==> src/rtl/sha256_padder_if.sv <==
`default_nettype none
// +--------------------------------------------------------------------------+
// | Module   : sha256_padder_if                                              |
// | Desc     : Message-word input and 512-bit block output bundle of the     |
// |            SHA-256 padder. slave = padder side, master = source/core.    |
// | Revision : 1.0  initial release                                          |
// +--------------------------------------------------------------------------+
interface sha256_padder_if;
    logic         in_valid;
    logic         in_ready;
    logic [31:0]  in_data;
    logic         in_last;
    logic [2:0]   in_bytes;
    logic         blk_valid;
    logic         blk_ready;
    logic [511:0] blk_data;
    logic         blk_first;
    logic         blk_last;

    modport master (
        output in_valid, in_data, in_last, in_bytes, blk_ready,
        input  in_ready, blk_valid, blk_data, blk_first, blk_last
    );

    modport slave (
        input  in_valid, in_data, in_last, in_bytes, blk_ready,
        output in_ready, blk_valid, blk_data, blk_first, blk_last
    );
endinterface
`default_nettype wire

==> src/rtl/sha256_padder.sv <==
`default_nettype none
// +--------------------------------------------------------------------------+
// | Module   : sha256_padder                                                 |
// | Desc     : FIPS 180-4 message padder; packs 32-bit words into 512-bit    |
// |            blocks with 0x80 marker, zero fill and 64-bit bit length.     |
// |            Define SHA256_PAD_BYTESWAP_EN for little-endian input words.  |
// | Revision : 1.0  initial release                                          |
// +--------------------------------------------------------------------------+
module sha256_padder (
    input  wire            clk,
    input  wire            reset,
    sha256_padder_if.slave bus
);

    typedef enum logic [2:0] {
        S_FILL = 3'd0,
        S_FULL = 3'd1,
        S_PAD  = 3'd2,
        S_LEN  = 3'd3,
        S_OUT  = 3'd4
    } state_t;

    localparam logic [31:0] c_marker_word = 32'h8000_0000;

    state_t       r_state;
    state_t       w_state_next;
    logic [3:0]   r_widx;
    logic [3:0]   w_widx_next;
    logic [60:0]  r_count;
    logic [60:0]  w_count_next;
    logic         r_marker;
    logic         w_marker_next;
    logic         r_pad_active;
    logic         w_pad_active_next;
    logic         r_first;
    logic         w_first_next;
    logic [511:0] r_buf;

    logic         w_wr_en;
    logic [31:0]  w_wr_word;
    logic         w_len_wr;
    logic         w_clear;
    logic [8:0]   w_wr_lsb;

    logic [31:0]  w_data;
    logic [31:0]  w_tail_word;
    logic [2:0]   w_nbytes;
    logic [3:0]   w_pad_slot;
    logic         w_accept;
    logic         w_blk_valid;
    logic         w_blk_hs;

`ifdef SHA256_PAD_BYTESWAP_EN
    assign w_data = {bus.in_data[7:0], bus.in_data[15:8],
                     bus.in_data[23:16], bus.in_data[31:24]};
`else
    assign w_data = bus.in_data;
`endif

    // in_bytes only matters on the final word; out-of-range counts clamp to a full word
    assign w_nbytes   = (!bus.in_last || (bus.in_bytes >= 3'd4)) ? 3'd4 : bus.in_bytes;
    assign w_pad_slot = (w_nbytes == 3'd0) ? r_widx : (r_widx + 4'd1);
    assign w_wr_lsb   = {4'd15 - r_widx, 5'd0};

    assign w_accept    = bus.in_valid && (r_state == S_FILL);
    assign w_blk_valid = (r_state == S_FULL) || (r_state == S_OUT);
    assign w_blk_hs    = w_blk_valid && bus.blk_ready;

    assign bus.in_ready  = (r_state == S_FILL) && !reset;
    assign bus.blk_valid = w_blk_valid;
    assign bus.blk_first = w_blk_valid && r_first;
    assign bus.blk_last  = (r_state == S_OUT);
    assign bus.blk_data  = r_buf;

    // Final partial word: keep the valid leading bytes, marker right after them
    always_comb begin
        w_tail_word = w_data;
        case (w_nbytes)
            3'd1:    w_tail_word = {w_data[31:24], 8'h80, 16'h0000};
            3'd2:    w_tail_word = {w_data[31:16], 8'h80, 8'h00};
            3'd3:    w_tail_word = {w_data[31:8],  8'h80};
            default: w_tail_word = w_data;
        endcase
    end

    always_ff @(posedge clk) begin
        if (reset) begin
            r_state <= S_FILL;
        end else begin
            r_state <= w_state_next;
        end
    end

    always_comb begin
        w_state_next      = r_state;
        w_widx_next       = r_widx;
        w_count_next      = r_count;
        w_marker_next     = r_marker;
        w_pad_active_next = r_pad_active;
        w_first_next      = r_first;
        w_wr_en           = 1'b0;
        w_wr_word         = '0;
        w_len_wr          = 1'b0;
        w_clear           = 1'b0;

        case (r_state)
            S_FILL: begin
                if (w_accept) begin
                    w_count_next = r_count + {58'd0, w_nbytes};
                    if (!bus.in_last) begin
                        w_wr_en   = 1'b1;
                        w_wr_word = w_data;
                        if (r_widx == 4'd15) begin
                            w_state_next = S_FULL;
                        end else begin
                            w_widx_next = r_widx + 4'd1;
                        end
                    end else begin
                        w_pad_active_next = 1'b1;
                        w_wr_en           = (w_nbytes != 3'd0);
                        w_wr_word         = w_tail_word;
                        w_marker_next     = (w_nbytes == 3'd4) || (w_nbytes == 3'd0);
                        if ((w_nbytes != 3'd0) && (r_widx == 4'd15)) begin
                            w_state_next = S_FULL;
                        end else if ((w_pad_slot == 4'd14) && !w_marker_next) begin
                            // marker already placed in slot 13: length fits in this block
                            w_state_next = S_LEN;
                        end else begin
                            w_state_next = S_PAD;
                            w_widx_next  = w_pad_slot;
                        end
                    end
                end
            end

            S_PAD: begin
                w_wr_en       = 1'b1;
                w_wr_word     = r_marker ? c_marker_word : 32'h0;
                w_marker_next = 1'b0;
                case (r_widx)
                    4'd13:   w_state_next = S_LEN;
                    4'd15:   w_state_next = S_FULL;
                    default: w_widx_next  = r_widx + 4'd1;
                endcase
            end

            S_LEN: begin
                w_len_wr     = 1'b1;
                w_state_next = S_OUT;
            end

            S_FULL: begin
                if (w_blk_hs) begin
                    w_clear      = 1'b1;
                    w_widx_next  = 4'd0;
                    w_first_next = 1'b0;
                    w_state_next = r_pad_active ? S_PAD : S_FILL;
                end
            end

            S_OUT: begin
                if (w_blk_hs) begin
                    w_clear           = 1'b1;
                    w_widx_next       = 4'd0;
                    w_count_next      = '0;
                    w_first_next      = 1'b1;
                    w_pad_active_next = 1'b0;
                    w_marker_next     = 1'b0;
                    w_state_next      = S_FILL;
                end
            end

            default: begin
                w_state_next = S_FILL;
            end
        endcase
    end

    always_ff @(posedge clk) begin
        if (reset) begin
            r_widx       <= 4'd0;
            r_count      <= '0;
            r_marker     <= 1'b0;
            r_pad_active <= 1'b0;
            r_first      <= 1'b1;
            r_buf        <= '0;
        end else begin
            r_widx       <= w_widx_next;
            r_count      <= w_count_next;
            r_marker     <= w_marker_next;
            r_pad_active <= w_pad_active_next;
            r_first      <= w_first_next;
            // Clearing on handshake makes every unwritten slot of the next block read 0
            if (w_clear) begin
                r_buf <= '0;
            end else begin
                if (w_wr_en) begin
                    r_buf[w_wr_lsb +: 32] <= w_wr_word;
                end
                if (w_len_wr) begin
                    r_buf[63:0] <= {r_count, 3'b000};
                end
            end
        end
    end

endmodule
`default_nettype wire

==> src/flat_wrapper.sv <==
// flat-port wrapper written by rule: the top's interface ports become plain ports
module sha256_padder_flat 
  (clk, reset, bus_in_valid, bus_in_data, bus_in_last, bus_in_bytes, bus_blk_ready, bus_in_ready, bus_blk_valid, bus_blk_data, bus_blk_first, bus_blk_last);
  sha256_padder_if bus_i ();
  input  wire clk;
  input  wire reset;
  input wire logic [$bits(bus_i.in_valid)-1:0] bus_in_valid;
  input wire logic [$bits(bus_i.in_data)-1:0] bus_in_data;
  input wire logic [$bits(bus_i.in_last)-1:0] bus_in_last;
  input wire logic [$bits(bus_i.in_bytes)-1:0] bus_in_bytes;
  input wire logic [$bits(bus_i.blk_ready)-1:0] bus_blk_ready;
  output wire logic [$bits(bus_i.in_ready)-1:0] bus_in_ready;
  output wire logic [$bits(bus_i.blk_valid)-1:0] bus_blk_valid;
  output wire logic [$bits(bus_i.blk_data)-1:0] bus_blk_data;
  output wire logic [$bits(bus_i.blk_first)-1:0] bus_blk_first;
  output wire logic [$bits(bus_i.blk_last)-1:0] bus_blk_last;
  assign bus_i.in_valid = bus_in_valid;
  assign bus_i.in_data = bus_in_data;
  assign bus_i.in_last = bus_in_last;
  assign bus_i.in_bytes = bus_in_bytes;
  assign bus_i.blk_ready = bus_blk_ready;
  assign bus_in_ready = bus_i.in_ready;
  assign bus_blk_valid = bus_i.blk_valid;
  assign bus_blk_data = bus_i.blk_data;
  assign bus_blk_first = bus_i.blk_first;
  assign bus_blk_last = bus_i.blk_last;
  sha256_padder u_core (.clk(clk), .reset(reset), .bus(bus_i));
endmodule
==> config.mk <==
export PLATFORM = sky130hd
export DESIGN_NAME = sha256_padder_flat
export DESIGN_NICKNAME = d
export VERILOG_FILES = /design/src/rtl/sha256_padder_if.sv /design/src/rtl/sha256_padder.sv /design/src/flat_wrapper.sv
export SDC_FILE = /design/constraint.sdc
export NUM_CORES = 1
export LEC_CHECK = 0
export ABC_AREA = 1
export BUFFER_PORTS_ARGS = -buffer_cell sky130_fd_sc_hd__buf_2
export CAP_MARGIN = 15
export CORE_MARGIN = 3
export CORE_UTILIZATION = 48
export DETAILED_ROUTE_END_ITERATION = 10
export GPL_TIMING_DRIVEN = 0
export PLACE_DENSITY = 0.76
export SLEW_MARGIN = 20
export SYNTH_ARGS = -nofsm -noshare
export SYNTH_HDL_FRONTEND = slang
export SYNTH_SLANG_ARGS = --single-unit
==> constraint.sdc <==
create_clock -name clk -period 2.3 [get_ports clk]
set_input_delay 0.46 -clock clk [delete_from_list [all_inputs] [get_ports clk]]
set_output_delay 0.46 -clock clk [all_outputs]
set_load 0.005 [all_outputs]
# After elaboration in Yosys (flattened, before gate mapping)
# Cells that the tools add are included.
# word_totals
ff_bits	583
in_bits	40
out_inout_bits	516
wordCells	114
# op_classes
n_addsub	4
magnitude_cmp	1
eq_ne	22
n_shift	2
muxes	46
reduce_logical	30
# op_table
op	n
512-bit bitwise mux	1
32-bit by 11-bit variable shift with 512-bit output, first input constant	1
32-bit by 11-bit variable part select with 512-bit output	1
64-bit 2-to-1 mux	2
61-bit 2-to-1 mux	2
61-bit one-hot mux with 2 select lines	1
24-bit one-hot mux with 3 select lines	1
32-bit 2-to-1 mux	2
32-bit one-hot mux with 2 select lines	1
61-bit by 3-bit adder with 61-bit output	1
4-bit 2-to-1 mux	8
24-bit 2-to-1 mux	1
3-bit 2-to-1 mux	7
3-bit one-hot mux with 5 select lines	1
3-bit by 2-bit equality test with 1-bit output, second input constant	4
4-bit equality test, second input constant	3
1-bit 2-to-1 mux	12
3-bit inequality test, second input constant	4
4-bit one-hot mux with 3 select lines	1
9-bit negation with 11-bit output	1
3-bit nonzero test	3
2-bit by 1-bit inequality test with 1-bit output, second input constant	4
4-bit AND reduction	2
7-bit AND reduction	1
other kinds (20)	40

# Longest topological paths before layout
# Gate-level depths: netlist of run 1.
# logic_depth
ltp_word	12
depth_mapped	16
ltp_nobuf	16

# Worst setup path after synthesis of run 1
# No wires, ideal clock.
# synth_path
path_kind	register -> register
start	reg u_core.r_widx[0]
end	reg u_core.r_buf[413] (netlist: u_core.bus.blk_data[413])
setup_time_ns	0.133
arrival_time_ns	2.400
t_required_ns	2.167
slack_ns	-0.232
stages_incl_launch_ff	14
n_path_buf	4
period_less_slack_ns	2.532
cell_sequence	dfxtp_1 > buf_2 > clkinv_1 > clkbuf_1 > ha_1 > clkbuf_1 > clkinv_1 > nand3_1 > nor2_1 > nand3_1 > inv_2 > buf_2 > o21ai_0 > a21oi_1
# synth_via
elab_chain_len	4
word_cells_on_any_way	5
classes_between	add/sub: 2; shift: 2; mux: 1
# synth_lines
item	line	rtl
from (decl)	sha256_padder.sv:27	logic [3:0] r_widx;
from (signal assigned)	sha256_padder.sv:188	r_widx <= w_widx_next;
4-bit subtractor (*)	sha256_padder.sv:63	assign w_wr_lsb = {4'd15 - r_widx, 5'd0};
9-bit negation with 11-bit output (*)	sha256_padder.sv:198	r_buf[w_wr_lsb +: 32] <= w_wr_word;
32-bit by 11-bit variable part select with 512-bit output / 32-bit by 11-bit variable shift with 512-bit output (equally long branches)	sha256_padder.sv:198	
512-bit bitwise mux (*)	sha256_padder.sv:198	
to (signal, indexed assignment)	sha256_padder.sv:198	
to (decl)	sha256_padder.sv:37	logic [511:0] r_buf;
# Every way passes the cells marked *; elsewhere a longest branch is shown, timed or not.
# A chain may end at the register's enable or synchronous reset.

# Worst setup path after layout of run 1
# layout_path
start	reg u_core.r_widx[0]
end	reg u_core.r_buf[40] (netlist: u_core.bus.blk_data[40])
# layout_via
elab_chain_len	6
word_cells_on_any_way	7
classes_between	add/sub: 2; shift: 2; mux: 3
# layout_lines
item	line	rtl
4-bit subtractor (*)	sha256_padder.sv:63	
9-bit negation with 11-bit output (*)	sha256_padder.sv:198	
32-bit by 11-bit variable part select with 512-bit output / 32-bit by 11-bit variable shift with 512-bit output (equally long branches)	sha256_padder.sv:198	
512-bit bitwise mux (*)	sha256_padder.sv:198	
64-bit 2-to-1 mux (*)	sha256_padder.sv:197	if (w_wr_en) begin
64-bit 2-to-1 mux (*)	sha256_padder.sv:200	if (w_len_wr) begin
to (signal, indexed assignment)	sha256_padder.sv:198	
to (signal assigned)	sha256_padder.sv:201	r_buf[63:0] <= {r_count, 3'b000};
# Every way passes the cells marked *; elsewhere a longest branch is shown, timed or not. The select of a mux whose other input is x is not followed.

==> results of run 1 <==
state kept, by name (all words and copies together), names as in the netlist:
signal / flops
u_core.r_marker: 1
u_core.bus.blk_data: 512
u_core.r_widx: 4
u_core.r_pad_active: 1
u_core.r_count: 61
u_core.r_state: 3
u_core.r_first: 1
cell type report:
type                            instances  area, sq um  area share
Tap cell                              607        759.5     0.02495
Timing Repair Buffer                  609         3233      0.1062
Buffer                                192         1215     0.03991
Antenna cell                            5        12.51   0.0004110
Multi-Input combinational cell       2002        10570      0.3473
Sequential cell                       583        11680      0.3836
Inverter                              220        900.9     0.02960
Clock inverter                         28        400.4     0.01315
Clock buffer                           81         1669     0.05483
metal layers:
metal | vias up | track usage | share of wire
met2 | 1901 | 0.6276 | 0.45
met3 | 412 | 0.1176 | 0.13
met1 | 12280 | 0.4863 | 0.36
met5 | - | 0 | 0.00059
li1 | 11450 | - | -
met4 | 4 | 0.2278 | 0.069
logic make-up (layout without fill, tap and decap cells):
family | count (synthesis) | count (layout)
AND/OR/NAND/NOR | 1072 | 1075
other | 0 | 5
flip-flops | 583 | 583
buffers and inverters | 415 | 1130
AO/OA/AOI/OAI | 920 | 920
adder cells (fa/ha/maj) | 7 | 7
worst paths after layout:
check,startpoint,to,slack [ps],cells past startpoint
worst min-delay path,reset,u_core.r_state[2],80,2
worst max register to register,u_core.r_widx[0],u_core.bus.blk_data[40],-50,10
worst max-delay path,u_core.r_widx[0],u_core.bus.blk_data[40],-50,10
worst min register to register,u_core.bus.blk_data[190],u_core.bus.blk_data[190],440,2
power by group:
| group | leakage [uW] | switching, uW | internal, uW |
|---|---|---|---|
| clock | 0.00101 | 4320 | 6000 |
| sequential | 0.00471 | 515 | 10900 |
| combinational | 0.00802 | 6360 | 2580 |
| total | 0.0137 | 11200 | 19500 |
cell usage after synthesis (3+ instances only):
cell / count / area share
nand3_1: 110 / 0.024
nand2_2: 10 / 0.0027
buf_4: 18 / 0.0059
dfxtp_1: 583 / 0.51
clkbuf_1: 92 / 0.015
buf_2: 68 / 0.015
nor3_1: 70 / 0.015
or2_2: 15 / 0.0041
inv_2: 15 / 0.0024
o22ai_1: 6 / 0.0016
o31ai_1: 3 / 0.00098
nor4_1: 7 / 0.0019
ha_1: 7 / 0.0038
nor2_4: 7 / 0.0034
inv_1: 197 / 0.032
nor2_1: 402 / 0.065
nand4_1: 38 / 0.010
a211oi_2: 10 / 0.0054
nand3_2: 8 / 0.0035
o21ai_0: 381 / 0.083
clkbuf_2: 3 / 0.00065
a31oi_1: 51 / 0.014
nand2_1: 384 / 0.062
nor2_2: 5 / 0.0014
o21ai_1: 32 / 0.0069
a21oi_1: 375 / 0.081
o21a_1: 24 / 0.0078
o211ai_1: 7 / 0.0023
a211oi_1: 22 / 0.0072
buf_1: 12 / 0.0020
clkinv_1: 8 / 0.0013
repair_timing:
action / in CTS / in global routing
gates resized for setup: 216 / 210
setup buffers: 28 / 25
setup endpoints to repair: 552 / 541
gates cloned: 3 / 1
pin swaps: 15 / 26
stage by stage:
step	setup TNS, ps	cell area (sq um)
floorplan	0	23100
global placement	-275730	26640
detailed placement	-288970	26640
CTS	-490.1	29640
global route	-384.3	30430
finish	-93.00	30440
==> impl_metrics.py, run 1 <==
metrics = {
    "placed_design": {
        "detailedPlacementHpwl_um": 78230,
        "buffer_ports.inserted": 555,
        "detailedPlace.worstSlack_ps": -1158,
        "gp_congestion": 1.025,
        "place_inst": 4159,
    },
    "grt": {
        "number_of_global_route_vias_before_repair": 23100,
        "groute.usage.overall": 0.3980,
        "grt_overflow_total": 0,
        "grt_antenna_before_repair": 5,
        "grt_pass1_wl_um": 150400,
        "grt_start_max_net_pins": 17,
    },
    "power": {
        "p_leak_uw": 0.01374,
        "cellPowerDensity_mw_per_mm2": 1008,
        "finalPower_uw": 30670,
        "peakVddDrop_uv": 636.9,
    },
    "synthesis": {
        "synth-edff-count": 0,
        "synthSimpleGateAreaFrac": 0.2026,
        "synth-adder-area-share": 0.003792,
        "synthesis.instances": 2997,
        "synth.area.mux_share": 0,
        "synth_ff_type": "dfxtp_1",
        "synth.yosys.seq_area_share": 0.5054,
        "yosysUniqueCellTypes": 49,
        "count_of_synthesis_stage_warnings_from_yosys": 0,
        "fraction_of_synthesized_cell_area_in_xor_and_xnor_cells": 0,
        "main_combinational_cell_family_by_area_after_synthesis": "compound AO/OA/AOI/OAI gates",
        "synth_compound_gate_area_share": 0.2134,
        "synth.ff_latch_count": 583,
        "syn-num-nets": 3044,
        "postSynth.asyncResetShare": 0,
        "syn_area_sq_mm": 0.02309,
        "avgSynthCellArea_sq_um": 7.706,
    },
    "die": {
        "die_area_sq_mm": 0.05078,
        "dieHeight_um": 225.4,
        "core-area_sq_mm": 0.04705,
        "chipWidth_um": 225.4,
        "start_util": 0.4909,
        "num_rows": 79,
        "num_io_pins": 556,
    },
    "detailed_routing": {
        "detail_route.wl_per_cell_um": 24.89,
        "detail-route-antenna-nets": 0,
        "post-route-drc-count": 0,
        "num_vias": 26050,
        "vias_per_cell": 6.021,
        "postRouteWirelength_um": 107700,
        "detailedRoute.firstIterationViolations": 3645,
        "dr.pass1.iters": 6,
    },
    "cells_and_area": {
        "drive_gt1_frac": 0.2977,
        "layout.nets": 3714,
        "final_core_util": 0.6470,
        "mostFrequentLayoutCell": "buf_2",
        "final_cells": 4327,
        "synthToLayoutAreaGrowth_pct": 31.80,
        "mostFrequentLayoutCells": "buf_2 (598), dfxtp_1 (579), a21oi_1 (374)",
        "layout.filler_cells": 4147,
    },
    "clock_tree": {
        "cts_tree": "yes",
        "cts_root_buf": "clkbuf_16",
        "clk_pin_slew_ps": 70,
        "h_tree_levels": 2,
        "clock-sinks": 583,
        "clock_insertion_delay_worst_skew_ps": 640,
        "cts-hold-fix-buffers": 0,
        "cts_inserted_buffers": 59,
        "clock_tree.buffer_depth": 3,
    },
    "critical_path": {
        "cp.arrival_ps": 2900,
        "critical_path.endpoint_type": "flip-flop",
        "worstPathCellList": "buf_6 > inv_8 > buf_8 > ha_4 > clkbuf_8 > buf_4 > nand3_1 > nor2_4 > nand2_1 > a31oi_1",
        "critical-path-max-stage-delay_ps": 360,
        "critical_path.slowest_cell": "ha_4",
        "worst-path-buf-inv": 5,
        "worst-path-max-fanout": 11,
        "crit_family": "buffers and inverters",
        "critical_path.startpoint_type": "flip-flop",
        "crit_type": "flip-flop to flip-flop",
        "critPathRequiredTime_ps": 2850,
    },
    "timing": {
        "timing.final.setup_violations": 2,
        "unrepaired_setup_endpoints_after_global_routing": "yes",
        "setup_slack_ps": -51.08,
        "maxClockFrequency_mhz": 425.3,
        "final.setup_skew_ps": 14.63,
        "period_needed_ps": 2351,
        "hold_violations_final": 0,
        "worst_hold_slack_ps": 79.73,
        "timing.slew.headroom": 0.4094,
        "timing_max_transition_violations_final": 0,
        "tightestPinTransition_ps": 882.7,
        "layout_worst_path_cycle_share": 1.022,
    },
    "status": {
        "failed_checks": "setup timing",
        "run_status": "complete, but fails checks",
    },
    "run": {
        "max_cap_violations": 0,
    },
    "hold_path": {
        "class_of_the_tightest_hold_or_removal_check": "input pin to flip-flop",
    },
}
Note: power is estimated with default switching activity, not from simulation.
==> run 2, diff against run 1 <==
--- a/config.mk
+++ b/config.mk
@@ -12,6 +12,7 @@
 export CORE_UTILIZATION = 48
 export DETAILED_ROUTE_END_ITERATION = 10
 export GPL_TIMING_DRIVEN = 0
+export MAX_ROUTING_LAYER = met4
 export PLACE_DENSITY = 0.76
 export SLEW_MARGIN = 20
 export SYNTH_ARGS = -nofsm -noshare
==> impl_metrics.py, run 2 (synthesized netlist as in run 1, its figures left out) <==
metrics = {
    "timing": {
        "final.setup_skew_ps": 45.16,
        "setup-tns-final_ps": -185.6,
        "unrepaired_setup_endpoints_after_global_routing": "yes",
        "timing.slew.headroom": 0.4802,
        "tightestPinTransition_ps": 779.7,
        "setup_slack_ps": -69.48,
        "timing_max_transition_violations_final": 0,
        "layout_worst_path_cycle_share": 1.030,
        "period_needed_ps": 2369,
        "maxClockFrequency_mhz": 422.0,
        "hold_violations_final": 0,
        "timing.final.setup_violations": 4,
    },
    "clock_tree": {
        "clock-sinks": 583,
        "cts_root_buf": "clkbuf_16",
        "clock_tree.buffer_depth": 3,
        "cts_inserted_buffers": 58,
        "cts-hold-fix-buffers": 0,
        "h_tree_levels": 2,
        "cts_tree": "yes",
        "clock_insertion_delay_worst_skew_ps": 670,
        "clk_pin_slew_ps": 70,
    },
    "power": {
        "p_leak_uw": 0.01378,
        "relative_contribution_of_the_clock_network_to_total_power": 0.325,
        "power_frac_seq": 0.376,
        "internal-power_uw": 19130,
        "peakVddDrop_uv": 653.4,
        "switching_power_uw": 11250,
        "cellPowerDensity_mw_per_mm2": 1000,
        "power.share.switching": 0.3704,
        "power_frac_comb": 0.299,
    },
    "cells_and_area": {
        "drive_gt1_frac": 0.3006,
        "synthToLayoutAreaGrowth_pct": 31.54,
        "layout.nets": 3722,
        "mostFrequentLayoutCells": "buf_2 (606), dfxtp_1 (580), a21oi_1 (374)",
        "layout.filler_cells": 4043,
        "mostFrequentLayoutCell": "buf_2",
        "largest_register_ffs": 512,
    },
    "grt": {
        "grt_pass1_wl_um": 150500,
        "grt_overflow_total": 0,
        "groute.usage.overall": 0.4112,
        "number_of_global_route_vias_before_repair": 22660,
        "grt_antenna_before_repair": 2,
        "grt_start_max_net_pins": 18,
    },
    "run": {
        "max_cap_violations": 0,
    },
    "placed_design": {
        "detailedPlacementHpwl_um": 78900,
        "detailedPlace.worstSlack_ps": -1246,
        "gp_congestion": 1.010,
        "buffer_ports.inserted": 555,
    },
    "detailed_routing": {
        "vias_per_cell": 5.948,
        "postRouteWirelength_um": 107700,
        "met2_length_um": 49500,
        "detail_route.wl_per_cell_um": 24.86,
        "post-route-drc-count": 0,
        "detailedRoute.firstIterationViolations": 3356,
        "dr.pass1.iters": 6,
        "num_vias": 25770,
        "met3WireLength_um": 11950,
        "detail-route-antenna-nets": 0,
        "top_signal_layer_used": "met4",
        "wirelength_met1_um": 39710,
    },
    "status": {
        "failed_checks": "setup timing",
        "run_status": "complete, but fails checks",
    },
    "die": {
        "num_rows": 79,
        "core-area_sq_mm": 0.04705,
        "chipWidth_um": 225.4,
        "dieHeight_um": 225.4,
        "num_io_pins": 556,
        "die_area_sq_mm": 0.05078,
        "start_util": 0.4909,
    },
    "critical_path": {
        "cp.arrival_ps": 2910,
        "crit_type": "flip-flop to flip-flop",
        "reg2regPathDepth": 12,
        "r2r_start": "u_core.r_widx[1]",
        "critPathRequiredTime_ps": 2840,
        "critical_path.startpoint_type": "flip-flop",
        "r2r_slack_ps": -70,
        "startpoint_of_the_most_critical_setup_path": "u_core.r_widx[1]",
        "critical_path.endpoint_type": "flip-flop",
        "worst-path-max-fanout": 8,
    },
    "hold_path": {
        "min_from": "reset",
        "class_of_the_tightest_hold_or_removal_check": "input pin to flip-flop",
        "worstHoldPathCells": 2,
    },
}
## run 2: power by group through the flow
stage	Combinational (uW)	Sequential (uW)	Clock (uW)
floorplan	3980	11500	0
global placement	7210	11600	0
detailed placement	7230	11600	0
CTS	8100	11400	9820
global route	9530	11500	10200
finish	9090	11400	9870
## run 2: routing by layer
layer / up-vias / track usage
li1: 11470 / -
met1: 12150 / 0.5138
met2: 1751 / 0.6402
met3: 394 / 0.06943
met4: 0 / 0.2177
met5: - / -
## run 2: stage by stage
step | hold WS (ps) | utilization | area [sq um] | std cells | total power, uW
after global placement | 436.8 | 0.5662 | 26640 | 4159 | 18770
after global routing | 84.08 | 0.6455 | 30370 | 4330 | 31220
after CTS | 44.40 | 0.6307 | 29670 | 4298 | 29280
final | 65.48 | 0.6456 | 30380 | 4332 | 30380
after floorplan | 440.2 | - | 23100 | 2997 | 15510
after detailed placement | 434.8 | 0.5663 | 26650 | 4159 | 18810
## run 2: path summary, 6_finish.rpt
kind                                                 end
worst max-delay path                    u_core.r_widx[0]
worst min-delay path                   u_core.r_state[2]
worst max register to register          u_core.r_widx[0]
worst min register to register  u_core.bus.blk_data[253]
## run 2: worst max-delay path, stage by stage, from the launching register on
cell,delay [ps]
dfxtp_4,400
ha_1,180
inv_1,80
nand2_1,70
nand2_1,80
inv_1,340
nand2_1,140
a21oi_1,290
nand3_1,200
nand3_1,260
nand2_1,100
inv_1,60
nor2_1,40
## run 2: cell type report
class,count,area [sq um],share of cell area
Sequential cell,583,11680,0.3844
Antenna cell,3,7.507,0.0002471
Timing Repair Buffer,622,3316,0.1091
Buffer,191,1216,0.04003
Clock inverter,24,277.8,0.009144
Inverter,220,905.9,0.02982
Tap cell,607,759.5,0.02500
Multi-Input combinational cell,1999,10520,0.3464
Clock buffer,83,1695,0.05581
## run 2: what timing repair did
item                       CTS  global route
gates cloned                 0             0
buffers inserted            34            33
setup endpoints to repair  558           525
pin swaps                   21            28
resized for setup          240           167
